### config.mk
export PLATFORM = sky130hd
export DESIGN_NAME = seg_scan_driver
export DESIGN_NICKNAME = d
export VERILOG_FILES = /design/src/rtl/seg_scan_driver.sv
export SDC_FILE = /design/constraint.sdc
export NUM_CORES = 1
export LEC_CHECK = 0
export CAP_MARGIN = 20
export CORE_ASPECT_RATIO = 1.2
export CORE_MARGIN = 4
export CORE_UTILIZATION = 45
export DETAILED_ROUTE_END_ITERATION = 8
export PLACE_DENSITY_LB_ADDON = 0.25
export SYNTH_ARGS = -nofsm -noshare
export SYNTH_HDL_FRONTEND = slang
export SYNTH_SLANG_ARGS = --single-unit
### constraint.sdc
create_clock -name clk -period 2.64 [get_ports clk]
set_input_delay 0.264 -clock clk [delete_from_list [all_inputs] [get_ports clk]]
set_output_delay 0.264 -clock clk [all_outputs]
set_load 0.1 [all_outputs]
### src/rtl/seg_scan_driver.sv
// Six-digit multiplexed 7-segment scanner with dead-time ghost suppression, frame-coherent latch; SEG_BLINK_EN adds per-slot blink.
// Latency: an/seg registered, 1 cycle after the div_cnt/idx state they reflect.
// Backpressure: none; inputs sampled at frame boundaries only, en=0 freezes scan and blanks.
module seg_scan_driver #(
    parameter int SCAN_DIV = 1000,
    parameter int DEAD_CYC = 4
`ifdef SEG_BLINK_EN
    ,
    parameter int BLINK_FRAMES = 50
`endif
) (
    input  logic       clk,
    input  logic       rst,
    input  logic       en,
    input  logic [7:0] hrs_t,
    input  logic [7:0] hrs_o,
    input  logic [7:0] min_t,
    input  logic [7:0] min_o,
    input  logic [7:0] sec_t,
    input  logic [7:0] sec_o,
    input  logic       colon,
`ifdef SEG_BLINK_EN
    input  logic [5:0] blink_mask,
`endif
    output logic [7:0] seg,
    output logic [5:0] an
);

    localparam int CW = $clog2(SCAN_DIV);
    localparam logic [CW-1:0] DIV_LAST = CW'(SCAN_DIV - 1);
    localparam logic [CW-1:0] DEAD_LIM = CW'(DEAD_CYC);

    logic [CW-1:0]   div_cnt;
    logic [2:0]      idx;
    logic            primed;
    logic [5:0][7:0] dig_l;
    logic            colon_l;
    logic            slot_end;
    logic            frame_end;
    logic            latch_now;
    logic            blank_slot;
    logic [5:0]      an_nxt;
    logic [7:0]      seg_nxt;

    function automatic logic [6:0] decode(input logic [7:0] v);
        case (v)
            8'd0:    decode = 7'h3F;
            8'd1:    decode = 7'h06;
            8'd2:    decode = 7'h5B;
            8'd3:    decode = 7'h4F;
            8'd4:    decode = 7'h66;
            8'd5:    decode = 7'h6D;
            8'd6:    decode = 7'h7D;
            8'd7:    decode = 7'h07;
            8'd8:    decode = 7'h7F;
            8'd9:    decode = 7'h6F;
            default: decode = 7'h40;
        endcase
    endfunction

    assign slot_end  = (div_cnt == DIV_LAST);
    assign frame_end = slot_end && (idx == 3'd5);
    // Capture on the very first enabled edge so frame 0 does not show stale zeros.
    assign latch_now = en && (!primed || frame_end);

    always_ff @(posedge clk or negedge rst) begin
        if (!rst) begin
            div_cnt <= '0;
            idx     <= 3'd0;
        end else if (en) begin
            if (slot_end) begin
                div_cnt <= '0;
                idx     <= (idx == 3'd5) ? 3'd0 : idx + 3'd1;
            end else begin
                div_cnt <= div_cnt + 1'b1;
            end
        end
    end

    always_ff @(posedge clk or negedge rst) begin
        if (!rst) begin
            primed  <= 1'b0;
            dig_l   <= '0;
            colon_l <= 1'b0;
        end else if (latch_now) begin
            primed  <= 1'b1;
            dig_l   <= {sec_o, sec_t, min_o, min_t, hrs_o, hrs_t};
            colon_l <= colon;
        end
    end

`ifdef SEG_BLINK_EN
    localparam int FW = (BLINK_FRAMES > 1) ? $clog2(BLINK_FRAMES) : 1;
    localparam logic [FW-1:0] FRAME_LAST = FW'(BLINK_FRAMES - 1);

    logic [FW-1:0] frame_cnt;
    logic          phase;
    logic [5:0]    mask_l;

    always_ff @(posedge clk or negedge rst) begin
        if (!rst) begin
            frame_cnt <= '0;
            phase     <= 1'b0;
            mask_l    <= 6'h00;
        end else begin
            if (latch_now) begin
                mask_l <= blink_mask;
            end
            if (en && frame_end) begin
                if (frame_cnt == FRAME_LAST) begin
                    frame_cnt <= '0;
                    phase     <= ~phase;
                end else begin
                    frame_cnt <= frame_cnt + 1'b1;
                end
            end
        end
    end

    assign blank_slot = phase && mask_l[idx];
`else
    assign blank_slot = 1'b0;
`endif

    always_comb begin
        an_nxt  = 6'h3F;
        seg_nxt = 8'h00;
        if (en && (div_cnt >= DEAD_LIM) && !blank_slot) begin
            an_nxt  = ~(6'b000001 << idx);
            seg_nxt = {colon_l && ((idx == 3'd1) || (idx == 3'd3)), decode(dig_l[idx])};
        end
    end

    always_ff @(posedge clk or negedge rst) begin
        if (!rst) begin
            an  <= 6'h3F;
            seg <= 8'h00;
        end else begin
            an  <= an_nxt;
            seg <= seg_nxt;
        end
    end

endmodule

# After elaboration in Yosys (flattened, before gate mapping)
# Memory sizes are Yosys's and may differ from the RTL's.
# Cells that the tools add are included.
dict set report op_classes {
  n_addsub 2
  n_mul 0
  div_mod_pow 0
  order_cmp 2
  eq_ne 4
  shifts 1
  mux 7
  bitwise_logic 1
  n_reduce_logical 9
}
# op n
set ops {}
lappend ops {{8-bit binary-select mux with 3-bit select} 1}
lappend ops {{8-bit 2-to-1 mux} 2}
lappend ops {{10-bit by 1-bit adder with 10-bit output (second input constant)} 1}
lappend ops {{10-bit == test (second input constant)} 1}
lappend ops {{10-bit by 3-bit >= comparator with 1-bit output (second input constant)} 1}
lappend ops {{10-bit 2-to-1 mux} 1}
lappend ops {{7-bit 2-to-1 mux} 1}
lappend ops {{6-bit 2-to-1 mux} 1}
lappend ops {{6-bit NOT} 1}
lappend ops {{1-bit by 3-bit left shift with 6-bit output (first input constant)} 1}
lappend ops {{1-bit logical AND} 4}
lappend ops {{4-bit zero test} 1}
lappend ops {{3-bit by 4-bit < comparator with 1-bit output (second input constant)} 1}
lappend ops {{3-bit by 1-bit adder with 3-bit output (second input constant)} 1}
lappend ops {{3-bit by 1-bit == test with 1-bit output (second input constant)} 1}
lappend ops {{3-bit by 2-bit == test with 1-bit output (second input constant)} 1}
lappend ops {{3-bit == test (second input constant)} 1}
lappend ops {{3-bit 2-to-1 mux} 1}
lappend ops {{1-bit logical OR} 2}
lappend ops {{2-bit AND reduction} 1}
lappend ops {{1-bit zero test} 1}
dict set report totals {
  regBits 77
  latchBits 0
  mem_bits_rw 0
  romBits 112
  inputBits 52
  output_inout_bits 14
  word_cells 39
  mem_count 1
}
# name depth word_bits read_ports rd_ports_with_merged_regs wr line_no
set memory_table {}
lappend memory_table {{(no name shown)} 16 7 1 0 0 46} ;# case (v)

# Depth between registers and ports, before layout
dict set report depth {
  depth_word 5
  ltp_mapped 11
  mapped_depth_nobuf 9
}

# Worst setup path after synthesis
# No wires, ideal clock.
dict set report synth_timing {
  kind {register -> register}
  start {register idx[1]}
  end {register seg[6]}
  setup_ps 82
  arrival_ps 2091
  required_ps 2558
  path_slack_ps 467
  path_stages_with_launch 11
  path_buffers 2
  period_less_slack_ps 2173
  cell_sequence {dfrtp_1 -> buf_2 -> buf_2 -> mux2i_1 -> nand2_1 -> o211ai_1 -> o21ai_0 -> ha_1 -> and3_1 -> a311o_1 -> a31oi_1}
}
dict set report synth_between {
  elab_chain_cells 5
  word_cells_on_any_way 6
  classes_between {4 x mux; 1 x reduce/logical; 1 x memory}
}
# element line_no
set synth_rtl {}
lappend synth_rtl {{start, declared} 34} ;# logic [2:0] idx;
lappend synth_rtl {{start signal, assigned} 73} ;# idx <= (idx == 3'd5) ? 3'd0 : idx + 3'd1;
lappend synth_rtl {{8-bit binary-select mux with 3-bit select *} 130} ;# seg_nxt = {colon_l && ((idx == 3'd1) || (idx == 3'd3)), decode(dig_l[idx])};
lappend synth_rtl {{8-bit 2-to-1 mux (implied by the code) *} 130}
lappend synth_rtl {{memory read 16 x 7 bit or 4-bit zero test (tied branches)} n/a}
lappend synth_rtl {{7-bit 2-to-1 mux *} 46}
lappend synth_rtl {{8-bit 2-to-1 mux *} 128} ;# if (en && (div_cnt >= DEAD_LIM) && !blank_slot) begin
lappend synth_rtl {{net seg_nxt[6]} 43} ;# logic [7:0] seg_nxt;
lappend synth_rtl {{end signal, assigned} 140} ;# seg <= seg_nxt;
lappend synth_rtl {{end, declared} 25} ;# output logic [7:0] seg,
# The timed path passes the listed nets; every way through them passes the cells marked *. The select of a mux whose other input is x is not followed.
# A chain may end at the register's enable or synchronous reset.

# Worst setup path in the final report
dict set report layout_timing {
  start {register idx[0]}
  end {register seg[6]}
}
# The elaborated chain is that of the path after synthesis.

==> metrics.md <==
| Metric | Value |
|---|---|
| Startpoint types | register |
| Worst-path cell chain | mux4_2 -> a22o_1 -> ha_1 -> and3_1 -> a311o_1 -> a31oi_1 |
| Die width | approximately 90 um |
| Fmax | 0.441 GHz |
| Worst setup EP type | register |
| TritonCTS clock tree | done |
| Most area-hungry cell type in the Yosys netlist | dfrtp_1 |
| Vias per cell | roughly 5.2 |
| Vias in the first global route | 2352 |
| Crit-path max FO | 10 |
| Setup violators final | 0 |
| N_diodes | 0 |
| CP required | about 2.9 ns |
| Hold Crit Class | in2async |
| Post-cts hold buffer count | 0 |
| CTS Root Cell | clkbuf_8 |
| Crit path max-delay family | compound AO/OA/AOI/OAI gates |
| Reg area | 1930 sq um |
| Outcome | finished clean |
| WS Path Type | reg2reg |
| Iteration-0 DRC Markers | between 60 and 70 |
| Asr flop ratio synth | 1.00 |
| H-Tree Depth | 3 |
| Share of layout cells above drive strength 1 | 0.160 |
| Final Worst Setup Slack | 0.371 ns |
| Initial antenna violation count | 0 |
| Register area share after synthesis | 0.542 |
| Post-CTS sizing | 0 |
| Dpl hpwl | 4.99 mm |
| Largest net degree at the start of global routing | 78 |
| Global-route wire length before repair | 11.4 mm |
| DRT Wirelength | 6.81 mm |
| GP Congestion | 0.801 |
| Die span in y | 106 um |
| Met1 Usage GRT | 0.216 |
| Non-filler instance count after layout | 448 |
| Clock buffer depth | 2 |
| Grt peak-use layer | met2 |
| GR Util met3 | 0.0500 |
| Post-synth top cells | dfrtp_1, mux2_1, nor2_1 |
| Filler instances | ~670 |
| Count leader, synth | dfrtp_1 |
| Post-Synthesis Cells | 281 |
| Synth warnings | 0 |
| Syn nets | ~340 |
| Critical-path top delay cell | dfrtp_1 |
| GR Util met2 | 0.235 |
| Die area | 9420 sq um |
| Number of enable flip-flop cells after synthesis | 0 |
| Per-cell routed wire length | 15.2 um |
| Slew margin rel. | 0.380 |
| FF+latch count, synth | slightly below 80 |
| Cell area after synthesis | 3570 sq um |
| CP arrival | about 2.5 ns |
| Starting Density | 0.463 |
| # Post-CTS Setup Buffers | 0 |
| Max-cap viol count | 0 |
| RSZ-0062 raised after global routing | false |
| Overall routing resource usage | 0.156 |
| Cell Count Post-Placement | 432 |
| Hold Vio Cnt, Final | 0 |
| Top cell type's share of synthesized area | 0.498 |
| 1st-pass router iterations | 6 |
| DRC viols | 0 |
| Via count | about 2300 |
| Clock-pin slew on the worst setup and hold paths | 0.08 ns |
| Core Box Area | 7710 sq um |
| Leakage power | approximately 1.9 nW |
| Pre-CTS WS | 0.384 ns |
| Period utilisation layout | 0.859 |
| Crit path time final | approximately 2.3 ns |
| Max VDD drop | 550 uV |
| Buffers added on ports | 65 |
| Synth top area cells | dfrtp_1, mux2_1, dfstp_2, ha_1, nor2_1 |
| Least-Margin Pin Slew | 0.930 ns |
| CTS Buf Count | 9 |
| Crit path buffers/inverters | 0 |
| Nets | about 410 |
| Area delta synth->final | 26.1% |
| Largest stage delay, worst path | 0.56 ns |
| Final TNS setup | 0 ns |
| Pwr dens | 823 nW/um^2 |
| Post-synth cell types | 52 |
| Remaining Overflow, GRT | 0 |
| Num ports | between 60 and 70 |
| Final slew viol count | 0 |
| Multi-input gate area | 1510 sq um |
| Syn Area/Cell | 12.7 sq um |
| Clock latency on the worst-skew pair | 0.34 ns |
| Final Skew | 0.0109 ns |
| Num rows | 35 |
| Main synth FF type | dfrtp_1 |
| TritonCTS Sinks | 77 |
| Final ANT Viol Nets | 0 |
[per-stage QoR]
stage	hold slack (ns)	total power, mW	util	cell area (sq um)
after floorplan	-0.0316	2.44	-	3570
after CTS	0.0930	3.75	0.584	4500
after global routing	0.130	3.94	0.584	4500
after global placement	0.462	2.72	0.555	4280
final	0.0584	3.71	0.584	4500
after detailed placement	0.469	2.76	0.555	4280
[area by class of cell]
class,count,share of cell area
flip-flops and latches,77,0.430
multi-input cells,182,0.336
repair buffers,73,0.152
clock buffers,11,0.0314
well taps,92,0.0256
clock inverters,5,0.0186
inverters,8,0.00667
[cell families after synthesis]
logic type / after synthesis / share of synthesized area
mux: 59 / 0.190
fa+ha+maj: 9 / 0.0316
buf+inv: 22 / 0.0368
simple gates: 69 / 0.101
flops: 77 / 0.542
compound gates: 37 / 0.0789
xor+xnor: 8 / 0.0196
[placed cells by master, fill, tap and decap left out, drive strengths merged, types with 3 or more instances in the layout]
| cell | count |
|---|---|
| xor2 | 3 |
| clkbuf | 11 |
| dfstp | 6 |
| clkdlybuf4s50 | 50 |
| dfrtp | 71 |
| ha | 9 |
| inv | 8 |
| mux2 | 51 |
| mux2i | 6 |
| and3 | 4 |
| a211oi | 6 |
| o211ai | 3 |
| nor2 | 19 |
| nand2 | 17 |
| nor3 | 4 |
| buf | 23 |
| and2 | 4 |
| xnor2 | 5 |
| a21oi | 6 |
| o21ai | 11 |
| nand3 | 4 |
[sequential cells by signal, summed over array words and instances, names as in the netlist]
| signal | cells |
|---|---|
| an | 6 |
| colon_l | 1 |
| seg | 8 |
| div_cnt | 10 |
| dig_l | 48 |
| idx | 3 |
| primed | 1 |
[worst paths after layout]
check	start	endpoint	slack (ns)	cells after the start
min in group clk	dig_l[47]$_DFFE_PN0P_	dig_l[47]$_DFFE_PN0P_	0.49	1
worst min register to register	dig_l[47]$_DFFE_PN0P_	dig_l[47]$_DFFE_PN0P_	0.49	1
worst max register to register	idx[0]$_DFFE_PN0P_	seg[6]$_DFF_PN0_	0.37	6
worst max-delay path	idx[0]$_DFFE_PN0P_	seg[6]$_DFF_PN0_	0.37	6
max in group asynchronous	rst	dig_l[4]$_DFFE_PN0P_	1.98	1
worst min-delay path	rst	div_cnt[6]$_DFFE_PN0P_	0.06	1
[power breakdown]
group | internal (mW) | switching (mW) | total [mW]
sequential | 1.54 | 0.225 | 1.77
combinational | 0.465 | 0.490 | 0.956
clock | 0.560 | 0.425 | 0.985
[routing by layer]
| layer | part of all wire | wire length [um] | vias up |
|---|---|---|---|
| li1 | - | - | 1136 |
| met1 | 0.47 | 3210 | 1157 |
| met2 | 0.47 | 3180 | 49 |
| met3 | 0.050 | 340 | 5 |
| met4 | 0.012 | 83 | 0 |
| met5 | 0 | 0 | - |
Power figures use the tool's default switching activity.
